## src/rtl/bcd_seg7_scan.sv

```systemverilog
// Time-multiplexed 3-digit 7-segment driver with frame-synchronous double buffering,
// leading-zero blanking, an anti-ghost guard interval and selectable output polarity.
module bcd_seg7_scan #(
  parameter int REFRESH_DIV   = 50000,
  parameter int GUARD         = 2,
  parameter int BLANK_LEADING = 1,
  parameter int ACTIVE_LOW    = 1
) (
  input  logic       clk,
  input  logic       rst_n,
  input  logic       in_valid,
  input  logic [3:0] hundreds,
  input  logic [3:0] tens,
  input  logic [3:0] ones,
  output logic [6:0] seg,
  output logic [2:0] an,
  output logic       frame_done
);

  localparam int PW = $clog2(REFRESH_DIV);
  localparam logic [PW-1:0] PRESC_LAST = PW'(REFRESH_DIV - 1);
  localparam logic [PW-1:0] GUARD_LIM  = PW'(GUARD);
  localparam logic [6:0]    SEG_OFF    = (ACTIVE_LOW != 0) ? 7'h7F : 7'h00;
  localparam logic [2:0]    AN_OFF     = (ACTIVE_LOW != 0) ? 3'b111 : 3'b000;

  logic [PW-1:0] presc_q, presc_d;
  logic [1:0]    idx_q, idx_d;
  logic [11:0]   pend_q, pend_d;
  logic          pend_flag_q, pend_flag_d;
  logic [11:0]   disp_q, disp_d;
  logic          frame_done_q, frame_done_d;
  logic [6:0]    seg_q, seg_d;
  logic [2:0]    an_q, an_d;

  logic          tick;
  logic          boundary;
  logic [3:0]    digit;
  logic          blank;
  logic          guard_on;
  logic [6:0]    seg_act;
  logic [2:0]    an_act;

  function automatic logic [6:0] decode(input logic [3:0] d);
    logic [6:0] s;
    case (d)
      4'd0:    s = 7'h3F;
      4'd1:    s = 7'h06;
      4'd2:    s = 7'h5B;
      4'd3:    s = 7'h4F;
      4'd4:    s = 7'h66;
      4'd5:    s = 7'h6D;
      4'd6:    s = 7'h7D;
      4'd7:    s = 7'h07;
      4'd8:    s = 7'h7F;
      4'd9:    s = 7'h6F;
      default: s = 7'h40;
    endcase
    return s;
  endfunction

  assign tick     = (presc_q == PRESC_LAST);
  assign boundary = tick && (idx_q == 2'd2);

  always_comb begin
    presc_d      = tick ? '0 : presc_q + 1'b1;
    idx_d        = idx_q;
    pend_d       = pend_q;
    pend_flag_d  = pend_flag_q;
    disp_d       = disp_q;
    frame_done_d = boundary;

    if (tick) begin
      idx_d = (idx_q == 2'd2) ? 2'd0 : idx_q + 2'd1;
    end

    // Display latches the buffer as it stood before this edge; a coincident
    // in_valid therefore lands in pending and waits a full frame.
    if (boundary && pend_flag_q) begin
      disp_d      = pend_q;
      pend_flag_d = 1'b0;
    end
    if (in_valid) begin
      pend_d      = {hundreds, tens, ones};
      pend_flag_d = 1'b1;
    end
  end

  always_comb begin
    digit = disp_q[3:0];
    blank = 1'b0;
    an_act = 3'b000;
    case (idx_q)
      2'd0: begin
        digit  = disp_q[3:0];
        an_act = 3'b001;
      end
      2'd1: begin
        digit  = disp_q[7:4];
        an_act = 3'b010;
        blank  = (BLANK_LEADING != 0) && (disp_q[11:8] == 4'd0) && (disp_q[7:4] == 4'd0);
      end
      2'd2: begin
        digit  = disp_q[11:8];
        an_act = 3'b100;
        blank  = (BLANK_LEADING != 0) && (disp_q[11:8] == 4'd0);
      end
      default: begin
        blank = 1'b1;
      end
    endcase

    guard_on = (presc_q < GUARD_LIM);
    seg_act  = (blank || guard_on) ? 7'h00 : decode(digit);
    if (blank || guard_on) begin
      an_act = 3'b000;
    end

    seg_d = (ACTIVE_LOW != 0) ? ~seg_act : seg_act;
    an_d  = (ACTIVE_LOW != 0) ? ~an_act : an_act;
  end

  always_ff @(posedge clk) begin
    if (!rst_n) begin
      presc_q      <= '0;
      idx_q        <= 2'd0;
      pend_q       <= 12'd0;
      pend_flag_q  <= 1'b0;
      disp_q       <= 12'd0;
      frame_done_q <= 1'b0;
      seg_q        <= SEG_OFF;
      an_q         <= AN_OFF;
    end else begin
      presc_q      <= presc_d;
      idx_q        <= idx_d;
      pend_q       <= pend_d;
      pend_flag_q  <= pend_flag_d;
      disp_q       <= disp_d;
      frame_done_q <= frame_done_d;
      seg_q        <= seg_d;
      an_q         <= an_d;
    end
  end

  assign seg        = seg_q;
  assign an         = an_q;
  assign frame_done = frame_done_q;

endmodule

```

## config.mk

```make
export PLATFORM = sky130hd
export DESIGN_NAME = bcd_seg7_scan
export DESIGN_NICKNAME = d
export VERILOG_FILES = /design/src/rtl/bcd_seg7_scan.sv
export SDC_FILE = /design/constraint.sdc
export NUM_CORES = 1
export LEC_CHECK = 0
export BUFFER_PORTS_ARGS = -buffer_cell sky130_fd_sc_hd__clkbuf_2
export CORE_MARGIN = 4
export CORE_UTILIZATION = 35
export CTS_BUF_LIST = sky130_fd_sc_hd__clkbuf_16
export DETAILED_ROUTE_END_ITERATION = 12
export SKIP_LAST_GASP = 1
export SYNTH_ARGS = -nofsm -noshare
export SYNTH_HDL_FRONTEND = slang
export SYNTH_SLANG_ARGS = --single-unit
```

## constraint.sdc

```tcl
create_clock -name clk -period 7 [get_ports clk]
set_clock_uncertainty 0.2 [all_clocks]
set_input_delay 1.05 -clock clk [delete_from_list [all_inputs] [get_ports clk]]
set_output_delay 1.05 -clock clk [all_outputs]
set_load 0.01 [all_outputs]
```

==> flow_summary.toml, run 1 <==
[sta]
fin_crit_ps = 3030
tightest_slew_ps = 694
slew_headroom_pct = 53.7
rsz0062_at_grt = "false"
final.period_utilization_pct = 43.2
drv_slew = 0
tns_ps = 0
fmax_mhz = 330
setup_violations = 0
hold_viol = 0

[synth]
synth_area_um2 = 2460
ys_ff_latch = 54
ys_seq_area_share_pct = 44.0
ys_types = 38
ys_top_cells_by_count = "54 x dfxtp_1, 33 x nand2_1, 32 x nor2_1, 24 x mux2i_1, 13 x ha_1"
synth_top_area_cell = "dfxtp_1"
syn_nets = 286
synthCells = 258
synth_flop_cell = "dfxtp_1"
synthArstFlopShare_pct = 0
synth_most_common_cell = "dfxtp_1"
netlist.area_leader.share_pct = 44.0
synthTopCellsByArea = "dfxtp_1 44%, mux2i_1 9.8%, ha_1 6.6%, nand2_1 5.0%, nor2_1 4.9%"
yosys_warnings = 0
syn_area_per_cell_um2 = 9.52
synth_edf_count = 0

[detailed_routing]
num_vias = 1737
drc = 0
dr.pass1.iters = 4
wl_per_cell_um = 12.0
routed_wirelength_um = 4470
antenna_left = 0
drtIter0Drc = 83
vias_per_cell = 4.66

[worst_setup_path]
crit_start = "rst_n"
endpoint_kind = "flip-flop"
rr_worst_depth = 9
crit_end = "seg[4]"
cp-start-kind = "primary input"
rr_endpoint = "seg[4]"
cp_max_fo = 27
reg2reg_from = "idx_q[0]"
arrival_ps = 2970
critPathRequiredTime_ps = 6940
rrSetupSlack_ps = 4480
path_class = "in2reg"

[grt]
grt.total_usage_pct = 11.5
grt_pass1_vias = 1652
grt_max_degree = 28
antenna_found_initial = 0
overflow = 0
grt_pass1_wl_um = 7870

[cts]
path_clk_slew_ps = 80
cts_root_buf = "clkbuf_16"
postCtsResizedCells = 0
cts_tree = "built"
cts_buffers = 5
cts.sinks = 54
cts_setup_buffers = 0
clk_latency_ps = 300
clockBufferDepth = 2
cts.hold.buffers_added = 0
htree_levels = 2

[placement]
place_area_um2 = 2590
dp.cells = 365
numPortBuffers = 25
dp_hpwl_um = 3220
gp_congestion = 0.786

[layout]
fin_util_pct = 40.4
multiInputGateArea_um2 = 1240
nets = 304
drive_above_1_share_pct = 13.7
fillerInstances = 681
num_antenna_cells = 0
area_delta_synth_final_pct = 11.6
final_cell_area_um2 = 2740
stdcell_count = 373
ff_latch_area_um2 = 1080

[power_and_ir_drop]
vdd.ir_drop.worst_mv = 0.102
power_leakage_nw = 1.07
powerDensity_nw_per_um2 = 223

[floorplanning]
dieWidth_um = 91.8
die_h_um = 91.8
io_pins = 26
floorplan.initialDensity_pct = 36.2
rows = 30
dieArea_um2 = 8430
core-area_um2 = 6790

[min_path]
hp-start = "pend_q[1]"
hp-class = "reg2reg"

[status]
outcome = "completed"

[flow_run]
cap_violations = 0
sequential cells by signal, summed over array words and instances (netlist names):
name / count
disp_q: 12
pend_q: 12
idx_q: 2
presc_q: 16
seg: 7
frame_done: 1
an: 3
pend_flag_q: 1
through the flow:
stage | power [mW] | setup slack, ps | hold WS [ps]
after floorplan | 0.351 | 4670 | 226
after global placement | 0.361 | 3680 | 251
after detailed placement | 0.362 | 3620 | 256
after CTS | 0.621 | 3930 | 270
after global routing | 0.639 | 3650 | 290
final | 0.612 | 3970 | 263
worst min path at each step:
| stage | end | cells after the start |
|---|---|---|
| after floorplan | presc_q[0] | 1 |
| after global placement | presc_q[0] | 1 |
| after detailed placement | presc_q[0] | 1 |
| after CTS | disp_q[7] | 2 |
| after global routing | disp_q[3] | 2 |
| final | disp_q[1] | 2 |
where the power goes:
part           switching, mW  leakage (nW)  internal [mW]  total [mW]
combinational         0.0179         0.552         0.0145      0.0324
sequential           0.00462         0.440          0.317       0.321
clock                  0.121        0.0763          0.137       0.259
metal layers:
metal | up-vias | wire length, um | GRT usage (%)
met4 | 0 | 71 | 3.71
met3 | 6 | 174 | 3.28
met5 | - | 0 | 0
met1 | 779 | 2400 | 15.6
li1 | 925 | - | -
met2 | 27 | 1830 | 17.4
logic make-up after synthesis:
kind of cell	after synthesis	synth area share, %
xor gates and xnor gates	12	4.28
muxes	24	9.78
adders and majority gates	13	6.62
and+or+nand+nor	104	21.2
AOI/OAI and AO/OA	30	8.40
DFF	54	44.0
buffers and inverters	21	5.70
worst max-delay path, cell delays in order:
cell,delay [ps]
clkbuf_2,380
clkinv_1,610
a2111oi_4,740
o21ai_0,180
placed cells by master (no fill, tap or decap), drive strengths merged, types with 9 or more instances in the layout:
master / instances
mux2i: 24
a21oi: 10
ha: 13
and4: 9
dfxtp: 54
nor2: 32
clkbuf: 30
xor2: 10
nand2: 33
cell type report:
cell class / count / share of cell area [%]
clock buffer: 5 / 4.56
clock inverter: 3 / 1.05
inverter: 7 / 0.958
multi-input combinational: 183 / 45.1
sequential: 54 / 39.4
tap: 96 / 4.38
timing repair buffer: 25 / 4.56
(Power assumes the default switching activity.)
==> run 2: changes to the inputs <==
- ABC_AREA: not set -> 1
- clock period: 7 -> 2.8 ns (I/O delays scaled with it)
==> run 2 against run 1 <==
  * First-iteration DRC count increased by 4.8%
  * Die area increased by 1.6%
  * Non-clock buffer count increased by 1
  * Area after synthesis increased by 1.7%
  * Core utilization increased by 1.5 points
  * Count of clock-buffer cells in the layout unchanged
  * Sequential power increased to 2.5 times the previous value
  * Register-to-register slack got worse by 4000 ps
  * Critical path depth increased by 4
  * Critical path type is now reg2reg
  * Sequential share of layout area decreased by 1.9 points
  * Combinational power increased by 130%
==> flow_summary.toml, run 2 <==
[power_and_ir_drop]
p_sw_mw = 0.334
p_sw_share_pct = 21.2
p_seq_share_pct = 51.0
p_int_mw = 1.24
p_comb_share_pct = 4.7
finalPower_mw = 1.58
powerDensity_nw_per_um2 = 549
vdd.ir_drop.worst_mv = 0.277
clkPwrFrac_pct = 44.4
power_leakage_nw = 1.29

[sta]
hold_ws_ps = 152
hold_viol = 0
tightest_slew_ps = 434
fin_crit_ps = 2360
fmax_mhz = 423
setup_violations = 0
rsz0062_at_grt = "false"
slew_headroom_pct = 70.8
drv_slew = 0
fin_ws_ps = 438
tns_ps = 0
final.period_utilization_pct = 84.4

[synth]
synth_most_common_cell = "nor2_1"
ys_types = 26
synthCells = 351
syn_area_per_cell_um2 = 7.12
synthTopCellsByArea = "dfxtp_1 43%, nor2_1 12%, nand2_1 11%, ha_1 6.5%, inv_1 5.6%"
netlist.area_leader.share_pct = 43.2
synth_area_um2 = 2500
synth_edf_count = 0
syn_nets = 379
yosys_warnings = 0
synth_flop_cell = "dfxtp_1"
ys_seq_area_share_pct = 43.2
ys_top_cells_by_count = "78 x nor2_1, 75 x nand2_1, 54 x dfxtp_1, 37 x inv_1, 22 x nand3_1"
synthArstFlopShare_pct = 0
ys_ff_latch = 54
synth_top_area_cell = "dfxtp_1"

[cts]
cts.sinks = 54
htree_levels = 2
cts_tree = "built"
path_clk_slew_ps = 70
cts_buffers = 5
clockBufferDepth = 2
postCtsResizedCells = 0
cts_setup_buffers = 0
cts.hold.buffers_added = 0
cts_root_buf = "clkbuf_16"
clk_latency_ps = 290

[status]
outcome = "completed"

[detailed_routing]
routed_wirelength_um = 4850
drtIter0Drc = 87
drc = 0
wl_per_cell_um = 10.3
num_vias = 2092
antenna_left = 0
vias_per_cell = 4.42
dr.pass1.iters = 4

[layout]
area_delta_synth_final_pct = 15.1
layout_common_cells = "78 x nor2_1, 75 x nand2_1, 54 x dfxtp_1"
fillerInstances = 743
fin_util_pct = 41.9
nets = 404
final_common_cell = "nor2_1"
multiInputGateArea_um2 = 1220
ff_latch_area_um2 = 1080
num_antenna_cells = 0
top_register = "presc_q"
reg_top3 = "presc_q: 16 flops, disp_q: 12 flops, pend_q: 12 flops"
drive_above_1_share_pct = 11.7
largest_reg_flops = 16

[floorplanning]
io_pins = 26
core-area_um2 = 6870
die_h_um = 92.5
dieWidth_um = 92.5
rows = 30
floorplan.initialDensity_pct = 36.4
dieArea_um2 = 8560

[worst_setup_path]
reg2reg_from = "idx_q[0]"
path_class = "reg2reg"
rrSetupSlack_ps = 440
endpoint_kind = "flip-flop"
arrival_ps = 2310
critPathRequiredTime_ps = 2750
cp-start-kind = "flip-flop"
rr_endpoint = "seg[3]"
cp_max_fo = 7
rr_worst_depth = 8

[min_path]
hp-class = "in2reg"
worstHoldEndpoint = "pend_q[3]"
min_path_cells = 3
hp-start = "ones[3]"

[grt]
use_met3_pct = 3.09
overflow = 0
grt.total_usage_pct = 12.2
grt_busiest_layer = "met2"
grt_pass1_vias = 1943
grt_pass1_wl_um = 8550
grt_use_met1_pct = 16.1
antenna_found_initial = 0
grt_max_degree = 25
use_met2_pct = 19.2

[placement]
numPortBuffers = 25
gp_congestion = 0.859
dp_hpwl_um = 3550
pre_cts_slack_ps = 272

[flow_run]
cap_violations = 0
-- run 2: critical path: stages, from the launching register on --
cell and delay [ps]:
dfxtp_1 390, inv_1 120, ha_1 390, o21ai_1 350
inv_1 150, ha_1 300, nand3b_1 170, nand3_1 90
nand3_1 80
-- run 2: power by group through the flow --
stage	registers, mW	clock network [mW]	logic, mW
floorplan	0.826	0	0.0427
global placement	0.823	0	0.0742
detailed placement	0.823	0	0.0756
CTS	0.805	0.719	0.0760
global route	0.808	0.754	0.0861
finish	0.805	0.701	0.0736
-- run 2: worst max path at each step --
| stage | start | cells after the start | end |
|---|---|---|---|
| finish | idx_q[0] | 8 | seg[3] |
| global route | idx_q[0] | 9 | seg[3] |
| CTS | idx_q[0] | 8 | seg[3] |
| detailed placement | idx_q[0] | 8 | seg[3] |
| global placement | idx_q[0] | 8 | seg[3] |
| floorplan | idx_q[0] | 8 | seg[3] |
-- run 2: cell families after synthesis --
logic type | share of synthesized area [%]
AOI/OAI and AO/OA | 6.31
xor gates and xnor gates | 1.75
adders and majority gates | 6.51
buffers and inverters | 7.81
DFF | 43.2
and+or+nand+nor | 34.4
-- run 2: final cells by class --
| class | count | share of cell area [%] |
|---|---|---|
| clock buffers | 5 | 4.35 |
| flip-flops and latches | 54 | 37.6 |
| clock inverters | 3 | 1.57 |
| well taps | 96 | 4.17 |
| repair buffers | 26 | 4.61 |
| multi-input cells | 249 | 42.5 |
| inverters | 40 | 5.22 |
-- run 2: stage by stage --
stage	cell area, um^2	cells
after detailed placement	2710	465
final	2880	473
after CTS	2880	473
after floorplan	2500	351
after global routing	2880	473
after global placement	2710	465
-- run 2: routing by layer --
layer | share of wire, % | vias to the layer above
met5 | 0 | -
met4 | 0.72 | 0
met3 | 5.0 | 2
met2 | 43 | 36
met1 | 51 | 902
li1 | - | 1152
==> run 3: changes to the inputs <==
- ABC_AREA: 1 -> 0
- clock period: 2.8 -> 1.9 ns (I/O delays scaled with it)
==> run 3 against run 2 <==
  * The run now ends with setup timing left
  * Critical path depth is 1 lower
  * Die area is 1.6% lower
  * Sequential cell count stayed put
  * Routed wire length is 5.9% higher
  * Sequential share of layout area is 4.0 points lower
  * Non-clock buffer count is 35 higher
  * Sequential power is 47% higher
  * Count of clock-buffer cells in the layout stayed put
  * Critical endpoint is now seg[5]
  * Register-to-register slack worse by 460 ps
  * Via count is 7.4% lower
==> flow_summary.toml, run 3 (synthesis gave the netlist of run 1 again) <==
[grt]
grt.total_usage_pct = 12.9
overflow = 0
grt_pass1_vias = 1901
grt_pass1_wl_um = 8880
grt_max_degree = 23
antenna_found_initial = 0

[detailed_routing]
dr.pass1.iters = 4
drtIter0Drc = 86
vias_per_cell = 4.74
num_vias = 1937
drc = 0
antenna_left = 0
wl_per_cell_um = 12.6
routed_wirelength_um = 5140

[placement]
place_area_um2 = 2880
gp_congestion = 0.771
dp_hpwl_um = 3520
numPortBuffers = 25
dp.cells = 390

[cts]
htree_levels = 2
path_clk_slew_ps = 80
cts_root_buf = "clkbuf_16"
cts_tree = "built"
clk_latency_ps = 300
cts.sinks = 54
cts_buffers = 5
cts.hold.buffers_added = 0
clockBufferDepth = 2

[sta]
fin_crit_ps = 1920
setup_violations = 1
final.period_utilization_pct = 101
fmax_mhz = 520
hold_ws_ps = 15.1
fin_ws_ps = -23.2
hold_viol = 0
rsz0062_at_grt = "true"
slew_headroom_pct = 69.7
tightest_slew_ps = 450
drv_slew = 0

[floorplanning]
floorplan.initialDensity_pct = 36.2
io_pins = 26
dieArea_um2 = 8430
rows = 30
dieWidth_um = 91.8
core-area_um2 = 6790
die_h_um = 91.8

[worst_setup_path]
endpoint_kind = "flip-flop"
cp_max_fo = 9
arrival_ps = 1930
cp-start-kind = "flip-flop"
critPathRequiredTime_ps = 1910
path_class = "reg2reg"

[power_and_ir_drop]
power_leakage_nw = 1.31
powerDensity_nw_per_um2 = 734
vdd.ir_drop.worst_mv = 0.337

[status]
outcome = "complete, but fails checks"
violations = "setup timing"

[layout]
multiInputGateArea_um2 = 1380
layout_common_cells = "51 x dfxtp_1, 33 x nand2_1, 30 x buf_4"
fillerInstances = 646
drive_above_1_share_pct = 32.9
ff_latch_area_um2 = 1090
stdcell_count = 409
num_antenna_cells = 0
final_common_cell = "dfxtp_1"
area_delta_synth_final_pct = 32.2
reg_top3 = "presc_q: 16 flops, disp_q: 12 flops, pend_q: 12 flops"
nets = 340
largest_reg_flops = 16
final_cell_area_um2 = 3250
top_register = "presc_q"

[flow_run]
cap_violations = 0

[min_path]
hp-class = "in2reg"
run 3: changes by cell type in the layout (fill, tap and decap cells not counted), moves of 14 or more:
cell | before | now
inv_1 | 37 | 2
nand3_1 | 22 | 8
buf_4 | 1 | 30
mux2i_1 | 0 | 24
nor2_1 | 78 | 28
nand2_1 | 75 | 33
run 3: final timing paths:
| check | start | to | slack [ps] | depth (start not counted) |
|---|---|---|---|---|
| setup / recovery | idx_q[0] | seg[5] | -20 | 7 |
| hold / removal | ones[1] | pend_q[1] | 20 | 3 |
| setup reg to reg | idx_q[0] | seg[5] | -20 | 7 |
| hold reg to reg | pend_q[2] | disp_q[2] | 270 | 2 |
run 3: critical path, stage by stage (launching register included):
cell      delay (ps)
dfxtp_4          370
inv_4             50
ha_4             270
buf_12           140
buf_4            130
a21o_2           250
and2_4           180
o311ai_2         250
run 3: what timing repair did:
item | CTS | global route
gates resized for setup | 12 | 13
setup buffers | 8 | 2
pin swaps | 12 | 8
setup endpoints to repair | 6 | 18
gates cloned | 0 | 1
run 3: where the power goes:
| group | switching, mW | internal (mW) | total [mW] |
|---|---|---|---|
| Clock | 0.433 | 0.632 | 1.07 |
| Sequential | 0.0161 | 1.16 | 1.18 |
| Combinational | 0.0722 | 0.0689 | 0.141 |
run 3: layout make-up:
type                       instances  share of cell area (%)
multi-input combinational        183                    42.4
sequential                        54                    33.5
timing repair buffer              61                    14.1
clock buffer                       5                    3.85
tap                               96                    3.70
clock inverter                     3                    1.46
inverter                           7                   0.963
run 3: metal layers:
layer,share of wire (%),vias to the layer above,track usage (%)
li1,-,1000,-
met1,50,889,17.6
met2,44,37,19.4
met3,4.2,11,3.36
met4,1.8,0,4.95
met5,0,-,0
run 3: per-stage QoR:
stage	setup TNS (ps)	power (mW)	setup WS (ps)	utilization, %
final	-23.2	2.39	-23.2	47.8
after global routing	-475	2.48	-87.0	47.8
after CTS	-46.3	2.41	-18.8	46.6
after detailed placement	-351	1.35	-74.0	42.3
after global placement	-42.7	1.35	-23.4	42.3
after floorplan	-7.62	1.29	-7.62	-
